$ cat config.mk
export PLATFORM = sky130hd
export DESIGN_NAME = grey_to_bin_stream
export DESIGN_NICKNAME = d
export VERILOG_FILES = /design/src/rtl/grey_pkg.sv /design/src/rtl/grey_step_checker.sv /design/src/rtl/grey_to_bin_stream.sv
export SDC_FILE = /design/constraint.sdc
export NUM_CORES = 1
export LEC_CHECK = 0
export ABC_AREA = 0
export CORE_AREA = 2 2 39 41
export DETAILED_ROUTE_END_ITERATION = 10
export DIE_AREA = 0 0 41 43
export GPL_TIMING_DRIVEN = 0
export PLACE_DENSITY_LB_ADDON = 0.25
export SLEW_MARGIN = 15
export SYNTH_ARGS = -nofsm -noshare
export SYNTH_HDL_FRONTEND = slang
export SYNTH_HIERARCHICAL = 1
export SYNTH_SLANG_ARGS = --single-unit
$ cat constraint.sdc
create_clock -name clk -period 2.2 [get_ports clk]
set_clock_uncertainty 0.15 [all_clocks]
set_input_delay 0.66 -clock clk [delete_from_list [all_inputs] [get_ports clk]]
set_output_delay 0.66 -clock clk [all_outputs]
set_load 0.005 [all_outputs]
$ cat src/rtl/grey_pkg.sv
// Shared definitions for the Gray-to-binary stream decoder and its step checker.
// grey2bin() is the reference decode, usable by the design and by golden models.
package grey_pkg;

    typedef enum logic {
        NO_REF = 1'b0,
        TRACK  = 1'b1
    } chk_state_e;

    localparam int GREY_MAX_W = 32;

    // Bit i of the result is the XOR of all Gray bits at or above i, within width.
    function automatic logic [GREY_MAX_W-1:0] grey2bin(input logic [GREY_MAX_W-1:0] g,
                                                       input int width);
        logic [GREY_MAX_W-1:0] b;
        logic                  acc;
        b   = '0;
        acc = 1'b0;
        for (int i = GREY_MAX_W - 1; i >= 0; i--) begin
            if (i < width) begin
                acc  = acc ^ g[i];
                b[i] = acc;
            end
        end
        return b;
    endfunction

endpackage

$ cat src/rtl/grey_step_checker.sv
// Tracks the previous accepted Gray word and flags transitions of two or more bits.
// Latency: step_bad is combinational on the accepting word; err_count updates on that edge.
// Backpressure: none of its own; state advances only on the top's accept strobe.
module grey_step_checker
    import grey_pkg::*;
#(
    parameter int WIDTH = 4,
    parameter int CNT_W = 8
) (
    input  logic             clk,
    input  logic             rst_n,
    input  logic             accept,
    input  logic [WIDTH-1:0] g,
    output logic             step_bad,
    output logic [CNT_W-1:0] err_count
);

    localparam int PW = $clog2(WIDTH + 1);

    chk_state_e       state_q, state_d;
    logic [WIDTH-1:0] prev_g_q, prev_g_d;
    logic [CNT_W-1:0] err_count_q, err_count_d;
    logic [WIDTH-1:0] diff;
    logic [PW-1:0]    ones;

    always_comb begin
        diff = g ^ prev_g_q;
        ones = '0;
        for (int i = 0; i < WIDTH; i++) begin
            ones = ones + PW'(diff[i]);
        end
        // The very first word after reset has nothing to be compared against.
        step_bad = (state_q == TRACK) && (ones > PW'(1));

        state_d     = state_q;
        prev_g_d    = prev_g_q;
        err_count_d = err_count_q;
        if (accept) begin
            state_d  = TRACK;
            prev_g_d = g;
            if (step_bad && (err_count_q != {CNT_W{1'b1}})) begin
                err_count_d = err_count_q + CNT_W'(1);
            end
        end
    end

    always_ff @(posedge clk or negedge rst_n) begin
        if (!rst_n) begin
            state_q     <= NO_REF;
            prev_g_q    <= '0;
            err_count_q <= '0;
        end else begin
            state_q     <= state_d;
            prev_g_q    <= prev_g_d;
            err_count_q <= err_count_d;
        end
    end

    assign err_count = err_count_q;

endmodule

$ cat src/rtl/grey_to_bin_stream.sv
// Streaming Gray-to-binary decoder, 1 cycle latency, 1-deep output register (1 word/clk).
// Stalls input (in_ready=0) only while a held word is not taken; GREY_STEP_CHECK_EN adds the step checker.
module grey_to_bin_stream
    import grey_pkg::*;
#(
    parameter int WIDTH = 4,
    parameter int CNT_W = 8
) (
    input  logic             clk,
    input  logic             rst_n,
    input  logic             in_valid,
    output logic             in_ready,
    input  logic [WIDTH-1:0] g,
    output logic             out_valid,
    input  logic             out_ready,
    output logic [WIDTH-1:0] b,
    output logic             step_err,
    output logic [CNT_W-1:0] err_count
);

    logic             out_valid_q, out_valid_d;
    logic [WIDTH-1:0] b_q, b_d;
    logic             step_err_q, step_err_d;
    logic [WIDTH-1:0] b_dec;
    logic             accept;
    logic             step_bad;

    assign in_ready = !out_valid_q || out_ready;
    assign accept   = in_valid && in_ready;

    always_comb begin
        b_dec = '0;
        b_dec[WIDTH-1] = g[WIDTH-1];
        for (int i = WIDTH - 2; i >= 0; i--) begin
            b_dec[i] = b_dec[i+1] ^ g[i];
        end

        out_valid_d = out_valid_q;
        b_d         = b_q;
        step_err_d  = step_err_q;
        if (accept) begin
            out_valid_d = 1'b1;
            b_d         = b_dec;
            step_err_d  = step_bad;
        end else if (out_ready) begin
            out_valid_d = 1'b0;
        end
    end

    always_ff @(posedge clk or negedge rst_n) begin
        if (!rst_n) begin
            out_valid_q <= 1'b0;
            b_q         <= '0;
            step_err_q  <= 1'b0;
        end else begin
            out_valid_q <= out_valid_d;
            b_q         <= b_d;
            step_err_q  <= step_err_d;
        end
    end

`ifdef GREY_STEP_CHECK_EN
    grey_step_checker #(
        .WIDTH (WIDTH),
        .CNT_W (CNT_W)
    ) u_step_checker (
        .clk       (clk),
        .rst_n     (rst_n),
        .accept    (accept),
        .g         (g),
        .step_bad  (step_bad),
        .err_count (err_count)
    );
`else
    assign step_bad  = 1'b0;
    assign err_count = '0;
`endif

    assign out_valid = out_valid_q;
    assign b         = b_q;
    assign step_err  = step_err_q;

endmodule

==> results.py, run 1 <==
metrics = {
    "outcome": {
        "status": "finished, final reports clean",
    },
    "critical_path": {
        "r2r_slack_ps": 970,
        "cp.arrival_ps": 1350,
        "crit_path_max_fanout": 3,
        "crit_path_top_delay_cell": "clkdlybuf4s50_1",
        "crit_family": "buffers and inverters",
        "regToRegStartpoint": "out_valid",
        "worstSetupPathType": "primary input to output pin",
        "critPathLaunchType": "primary input",
        "slowest_delay_ps": 460,
        "crit_buf_inv": 2,
        "cp_cell_sequence": "clkdlybuf4s50_1, nand2b_4, buf_2",
        "reg2reg_depth": 3,
        "crit_path_end_kind": "output pin",
        "cp_data_required_time_ps": 1390,
        "reg2reg_to": "b[1]",
    },
    "sta": {
        "whs_ps": 335.6,
        "fmax_ghz": 0.4636,
        "fin_crit_sh": 0.9805,
        "fin_tns_setup_ps": 0,
        "rsz0062_at_grt": "no",
        "fin_crit_ps": 2157,
        "hold_viol": 0,
        "setup_violations": 0,
        "slew_violations": 0,
    },
    "finish": {
        "final_cell_area_um2": 509.2,
        "seq_area_um2": 125.1,
        "finalNetCount": 60,
        "post-route-util": 0.3680,
        "nFillCells": 149,
        "drive_gt1_frac": 0.3333,
        "antennaDiodeCount": 0,
        "synthToLayoutAreaGrowth_pct": 69.58,
        "multi_input_area_um2": 145.1,
    },
    "placement": {
        "port_buffers": 13,
        "place.gp.congestion": 0.5972,
        "dpl_cell_area_um2": 480.5,
    },
    "drt": {
        "via_per_inst": 3.224,
        "dr.pass1.iters": 1,
        "postRouteAntennaNets": 0,
        "wl_um": 522,
        "drt_iter0_drc": 0,
        "wl_per_cell_um": 7.791,
        "drc": 0,
        "num_vias": 216,
    },
    "clock_tree": {
        "cts_root_buf": "clkbuf_4",
        "clk_latency_ps": 240,
        "ctsHoldBuffers": 0,
        "cts_sinks": 5,
        "clockBufferDepth": 2,
        "cts_tree": "done",
        "cts_made_buffers": 3,
        "h-tree-depth": 1,
        "clk_transition_reported_paths_ps": 40,
    },
    "global_route": {
        "grt_util_met2": 0.07500,
        "use_met1": 0.08224,
        "grt_pass1_vias": 196,
        "grt_usage": 0.07482,
        "met3_usage": 0.06806,
        "grt_overflow_total": 0,
        "grt_max_degree": 6,
        "antenna_found_initial": 0,
        "grt_pass1_wl_um": 759,
        "grt-busiest-layer": "met1",
    },
    "floorplan": {
        "die_x_um": 41,
        "core.rowCount": 14,
        "start_util": 0.2170,
        "io_pins": 23,
        "die-area_mm2": 0.001763,
        "die_height_um": 43,
        "core_area_mm2": 0.001384,
    },
    "synthesis": {
        "synthDistinctLibCells": 10,
        "postSynthCellCount": 26,
        "synth_seq_cells": 5,
        "synth_mux_area_frac": 0.1500,
        "synth_compound_area_frac": 0,
        "synthSimpleGateAreaFrac": 0.05417,
        "syn_area_per_cell_um2": 11.55,
        "ys_warn_count": 6,
        "synth_fa_ha_area_frac": 0,
        "netlist_area_um2": 300.3,
        "yosysSeqAreaShare": 0.4167,
        "synthXorXnorAreaFrac": 0.1417,
        "synth_top_family_by_area": "buffers and inverters",
    },
    "pwr": {
        "static-leakage-power_nw": 0.2458,
        "combPwrFrac": 0.311,
        "p_sw_mw": 0.07521,
        "p_sw_frac": 0.2322,
        "seqPwrFrac": 0.369,
        "p_int_mw": 0.2487,
        "p_per_area_mw_per_mm2": 636.2,
        "finalPower_mw": 0.3240,
        "clockPowerShare": 0.321,
        "ir_drop_v": 0.0002862,
    },
    "run": {
        "max_cap_viol_count": 0,
    },
    "worst_hold_path": {
        "whs_path_depth": 1,
        "whs_endpoint": "b[2]",
        "hold_path_class": "flip-flop to flip-flop",
        "holdCritStartpoint": "b[2]",
    },
}
==> per-layer routing <==
metal	vias to the layer above	wire, um
met5	-	0
met4	0	0
met3	0	87
met2	17	209
met1	87	225
li1	112	-
==> cells by family after synthesis <==
| logic type | count (synthesis) |
|---|---|
| buffers and inverters | 9 |
| DFF | 5 |
| xor gates and xnor gates | 4 |
| muxes | 4 |
| and+or+nand+nor | 3 |
| other | 1 |
==> registers in the layout (all words and copies together), names as in the netlist <==
name and cells:
out_valid 1, b 4
==> cell usage in the layout (no fill, tap or decap) <==
cell type	Yosys	routed
buf_2	0	1
clkbuf_1	0	1
mux2_2	2	2
buf_4	9	9
mux2_1	2	2
xor2_1	1	1
clkbuf_4	0	3
dfrtp_1	5	5
nand2b_1	2	1
xor2_2	1	1
clkdlybuf4s50_1	0	12
xnor2_1	2	2
nand2b_4	0	1
nand2_1	1	1
conb_1	1	9
==> cell type report <==
cell class | instances | share of cell area
tap | 16 | 0.03931
buffer | 9 | 0.1327
sequential | 5 | 0.2457
multi-input combinational | 20 | 0.2850
timing repair buffer | 13 | 0.2457
clock buffer | 4 | 0.05160
==> Yosys cell counts, drive strengths merged <==
cell type / instances / area [um2]
nand2: 1 / 3.750
mux2: 4 / 45.04
xor2: 2 / 25.03
nand2b: 2 / 12.51
dfrtp: 5 / 125.1
conb: 1 / 3.750
xnor2: 2 / 17.52
buf: 9 / 67.56
==> worst max path at each step <==
stage          slack [ps]      start  depth (start not counted)        to
2_1_floorplan         570  out_ready                          1  in_ready
3_3_place_gp         -370  out_ready                          3  in_ready
3_5_place_dp         -370  out_ready                          3  in_ready
4_1_cts                40  out_ready                          3  in_ready
5_1_grt                 8  out_ready                          3  in_ready
6_report               40  out_ready                          3  in_ready
==> what timing repair did <==
item	in CTS	in global routing
buffers inserted	0	0
setup endpoints to repair	1	0
endpoints found under the hold margin	0	0
gates resized for setup	5	0
==> through the flow <==
step                setup WS (ps)  cells
CTS                         39.21     67
finish                      42.99     67
global route                8.160     67
global placement           -369.6     63
floorplan                   573.1     34
detailed placement         -367.8     63
==> power by group through the flow <==
stage	clock network [mW]	registers (mW)	logic (mW)
CTS	0.111	0.120	0.101
floorplan	0	0.121	0.0421
detailed placement	0	0.120	0.101
global route	0.121	0.122	0.109
finish	0.104	0.119	0.101
global placement	0	0.120	0.100
(Power assumes the default switching activity.)
==> run 2: changes to the inputs <==
clock period = 1.74 ns   (was 2.2 ns; I/O delays follow)
==> results.py, run 2 (synthesis results as in run 1) <==
metrics = {
    "clock_tree": {
        "cts_tree": "done",
        "cts_sinks": 5,
        "clk_latency_ps": 240,
        "cts_root_buf": "clkbuf_4",
        "clk_transition_reported_paths_ps": 40,
        "h-tree-depth": 1,
        "clockBufferDepth": 2,
        "cts_made_buffers": 3,
    },
    "drt": {
        "via_per_inst": 3.232,
        "num_vias": 223,
        "wl_per_cell_um": 7.696,
        "drc": 0,
        "dr.pass1.iters": 1,
        "wl_um": 531,
        "postRouteAntennaNets": 0,
        "drt_iter0_drc": 0,
    },
    "sta": {
        "rsz0062_at_grt": "no",
        "fin_tns_setup_ps": 0,
        "fmax_ghz": 0.6002,
        "fin_crit_sh": 0.9576,
        "setup_violations": 0,
        "slew_violations": 0,
        "hold_viol": 0,
        "fin_crit_ps": 1666,
    },
    "global_route": {
        "grt_pass1_vias": 204,
        "grt_overflow_total": 0,
        "antenna_found_initial": 0,
        "grt_max_degree": 6,
        "grt_usage": 0.07685,
        "grt_pass1_wl_um": 779,
    },
    "finish": {
        "drive_gt1_frac": 0.3585,
        "antennaDiodeCount": 0,
        "final_cell_count_no_fill": 69,
        "layout_common_cells": "11 x buf_4, 9 x conb_1, 6 x clkdlybuf4s50_1, 6 x dlygate4sd2_1, 5 x dfrtp_1",
        "synthToLayoutAreaGrowth_pct": 74.17,
        "final_common_cell": "buf_4",
        "largest_reg_flops": 4,
        "finalNetCount": 62,
    },
    "pwr": {
        "seqPwrFrac": 0.374,
        "p_sw_mw": 0.09526,
        "p_sw_frac": 0.2389,
        "p_per_area_mw_per_mm2": 762.5,
        "clockPowerShare": 0.329,
        "combPwrFrac": 0.297,
        "p_int_mw": 0.3035,
        "ir_drop_v": 0.0003410,
        "static-leakage-power_nw": 0.2648,
    },
    "placement": {
        "dp_cells": 63,
        "place.gp.congestion": 0.5972,
        "port_buffers": 13,
    },
    "floorplan": {
        "core_area_mm2": 0.001384,
        "start_util": 0.2170,
        "die_x_um": 41,
        "core.rowCount": 14,
        "io_pins": 23,
        "die-area_mm2": 0.001763,
        "die_height_um": 43,
    },
    "critical_path": {
        "critPathLaunchType": "primary input",
        "worstSetupPathType": "primary input to output pin",
        "crit_path_max_fanout": 2,
        "cp_data_required_time_ps": 1070,
        "crit_path_end_kind": "output pin",
        "cp.arrival_ps": 990,
    },
    "run": {
        "max_cap_viol_count": 0,
    },
    "outcome": {
        "status": "finished, final reports clean",
    },
    "worst_hold_path": {
        "hold_path_class": "flip-flop to flip-flop",
    },
}
[run 2: changes by cell type in the layout (fill, tap and decap cells not counted), sizes merged]
| cell | change |
|---|---|
| clkdlybuf4s50 | -6 |
| dlygate4sd2 | +6 |
| buf | +2 |
[run 2: cell type report]
class | instances | area [um2]
tap | 16 | 20.02
timing repair buffer | 15 | 138.9
multi-input combinational | 20 | 145.1
clock buffer | 4 | 26.28
fill | 147 | 860.8
buffer | 9 | 67.56
sequential | 5 | 125.1
[run 2: final timing paths]
check	startpoint	end	slack, ps	cells after the start
worst max-delay path	out_ready	in_ready	70	3
worst min-delay path	b[2]	b[2]	330	1
worst max register to register	out_valid	b[1]	340	5
worst min register to register	b[2]	b[2]	330	1
max in group asynchronous	rst_n	out_valid	900	1
min in group asynchronous	rst_n	b[0]	350	1
[run 2: stage by stage]
stage	setup slack [ps]	utilization	total power, mW	hold WS [ps]	area [um2]
floorplan	299.3	-	0.2063	76.41	330.3
global placement	-553.6	0.3472	0.2789	339.7	480.5
detailed placement	-551.8	0.3472	0.2792	333.7	480.5
CTS	71.88	0.3779	0.4092	338.0	523.0
global route	39.61	0.3779	0.4341	343.4	523.0
finish	73.85	0.3779	0.3988	330.6	523.0
[run 2: power by group through the flow]
stage / combinational [mW] / sequential (mW) / clock (mW)
global route: 0.129 / 0.152 / 0.153
floorplan: 0.0533 / 0.153 / 0
global placement: 0.127 / 0.152 / 0
CTS: 0.119 / 0.149 / 0.141
finish: 0.118 / 0.149 / 0.131
detailed placement: 0.127 / 0.152 / 0
[run 2: metal layers]
metal  routed length, um  GRT usage
met3                  89    0.06806
met4                   0    0.08000
met2                 219    0.08125
met1                 222    0.08224
met5                   0          0
[run 2: worst max-delay path: stages]
cell and delay [ps]:
dlygate4sd2_1 230, nand2b_4 140, buf_6 110
[run 2: timing repair]
action	4_1_cts	5_1_grt
gates resized for setup	12	0
hold buffers	0	0
setup endpoints to repair	6	0
buffers inserted	2	0
==> run 3: changes to the inputs <==
MAX_ROUTING_LAYER = met4   (was default)
PLACE_DENSITY_LB_ADDON = default   (was 0.25)
==> results.py, run 3 (synthesis results as in run 1) <==
metrics = {
    "sta": {
        "slew_violations": 0,
        "setup_violations": 0,
        "rsz0062_at_grt": "no",
        "fin_crit_ps": 1668,
        "fmax_ghz": 0.5994,
        "fin_crit_sh": 0.9589,
        "hold_viol": 0,
    },
    "finish": {
        "final_cell_area_um2": 523.0,
        "nFillCells": 145,
        "final_common_cell": "buf_4",
        "antennaDiodeCount": 0,
        "layout_common_cells": "11 x buf_4, 9 x conb_1, 6 x clkdlybuf4s50_1, 6 x dlygate4sd2_1, 5 x dfrtp_1",
        "finalNetCount": 62,
        "largest_reg_flops": 4,
        "final_cell_count_no_fill": 69,
        "synthToLayoutAreaGrowth_pct": 74.17,
        "drive_gt1_frac": 0.3585,
    },
    "global_route": {
        "grt_pass1_wl_um": 931,
        "grt_usage": 0.08669,
        "grt_max_degree": 6,
        "grt_overflow_total": 0,
        "antenna_found_initial": 0,
        "grt_pass1_vias": 247,
    },
    "drt": {
        "num_vias": 227,
        "wl_um": 537,
        "wl_per_cell_um": 7.783,
        "postRouteAntennaNets": 0,
        "dr.pass1.iters": 1,
        "drc": 0,
        "drt_iter0_drc": 0,
        "via_per_inst": 3.290,
    },
    "critical_path": {
        "critPathLaunchType": "primary input",
        "regToRegStartpoint": "out_valid",
        "reg2reg_to": "b[0]",
        "cp.arrival_ps": 1000,
        "reg2reg_depth": 5,
        "cp_data_required_time_ps": 1070,
        "crit_end": "in_ready",
        "worstSetupStartpoint": "out_ready",
        "crit_path_end_kind": "output pin",
        "worstSetupPathType": "primary input to output pin",
        "crit_path_max_fanout": 2,
        "r2r_slack_ps": 330,
    },
    "placement": {
        "dp_cells": 63,
        "port_buffers": 13,
        "place.gp.congestion": 0.6016,
        "dpl_cell_area_um2": 480.5,
    },
    "clock_tree": {
        "cts_sinks": 5,
        "clockBufferDepth": 2,
        "clk_transition_reported_paths_ps": 40,
        "cts_tree": "done",
        "cts_made_buffers": 3,
        "cts_root_buf": "clkbuf_4",
        "ctsHoldBuffers": 0,
        "clk_latency_ps": 240,
        "h-tree-depth": 1,
    },
    "pwr": {
        "ir_drop_v": 0.0003219,
        "static-leakage-power_nw": 0.2648,
        "p_per_area_mw_per_mm2": 770.1,
    },
    "outcome": {
        "status": "finished, final reports clean",
    },
    "worst_hold_path": {
        "hold_path_class": "flip-flop to flip-flop",
    },
    "run": {
        "max_cap_viol_count": 0,
    },
    "floorplan": {
        "die_height_um": 43,
        "start_util": 0.2170,
        "die-area_mm2": 0.001763,
        "die_x_um": 41,
        "io_pins": 23,
        "core.rowCount": 14,
        "core_area_mm2": 0.001384,
    },
}
run 3: critical path: stages:
cell and delay [ps]:
dlygate4sd2_1 230, nand2b_4 140, buf_6 110
run 3: worst min path at each step:
stage | startpoint | endpoint | depth (start not counted)
after floorplan | rst_n | b[0] | 0
after global placement | b[2] | b[2] | 1
after detailed placement | b[2] | b[2] | 1
after CTS | b[2] | b[2] | 1
after global routing | b[2] | b[2] | 1
final | b[2] | b[2] | 1
run 3: metrics by stage:
stage                     hold WS (ps)  setup WS, ps  setup TNS (ps)  power, mW  utilization
after floorplan                  76.41         299.3               0     0.2063            -
after global placement           332.0        -532.5           -1102     0.2782       0.3472
after detailed placement         330.7        -533.5           -1136     0.2797       0.3472
after CTS                        336.1         73.69               0     0.4134       0.3779
after global routing             358.8         13.30               0     0.4370       0.3779
final                            328.4         71.56               0     0.4027       0.3779
run 3: final cells by class:
cell class	instances	area, um2	area share
Multi-Input combinational cell	20	145.1	0.2775
Sequential cell	5	125.1	0.2392
Buffer	9	67.56	0.1292
Tap cell	16	20.02	0.03828
Timing Repair Buffer	15	138.9	0.2655
Clock buffer	4	26.28	0.05024
run 3: what timing repair did:
action,4_1_cts,5_1_grt
setup endpoints to repair,6,0
buffers inserted,2,0
resized for setup,12,0
run 3: power by group:
part | leakage (nW) | internal, mW | switching [mW] | total, mW
clock | 0.0150 | 0.0868 | 0.0496 | 0.136
combinational | 0.192 | 0.0780 | 0.0405 | 0.119
sequential | 0.0576 | 0.139 | 0.00890 | 0.148
run 3: metal layers:
layer | share of wire | vias to the layer above | wire length (um) | global-route usage
met5 | 0 | - | 0 | -
met4 | 0 | 0 | 0 | 0.06000
met3 | 0.15 | 0 | 78 | 0.04712
met2 | 0.48 | 14 | 258 | 0.1250
met1 | 0.37 | 97 | 200 | 0.08442
li1 | - | 116 | - | -
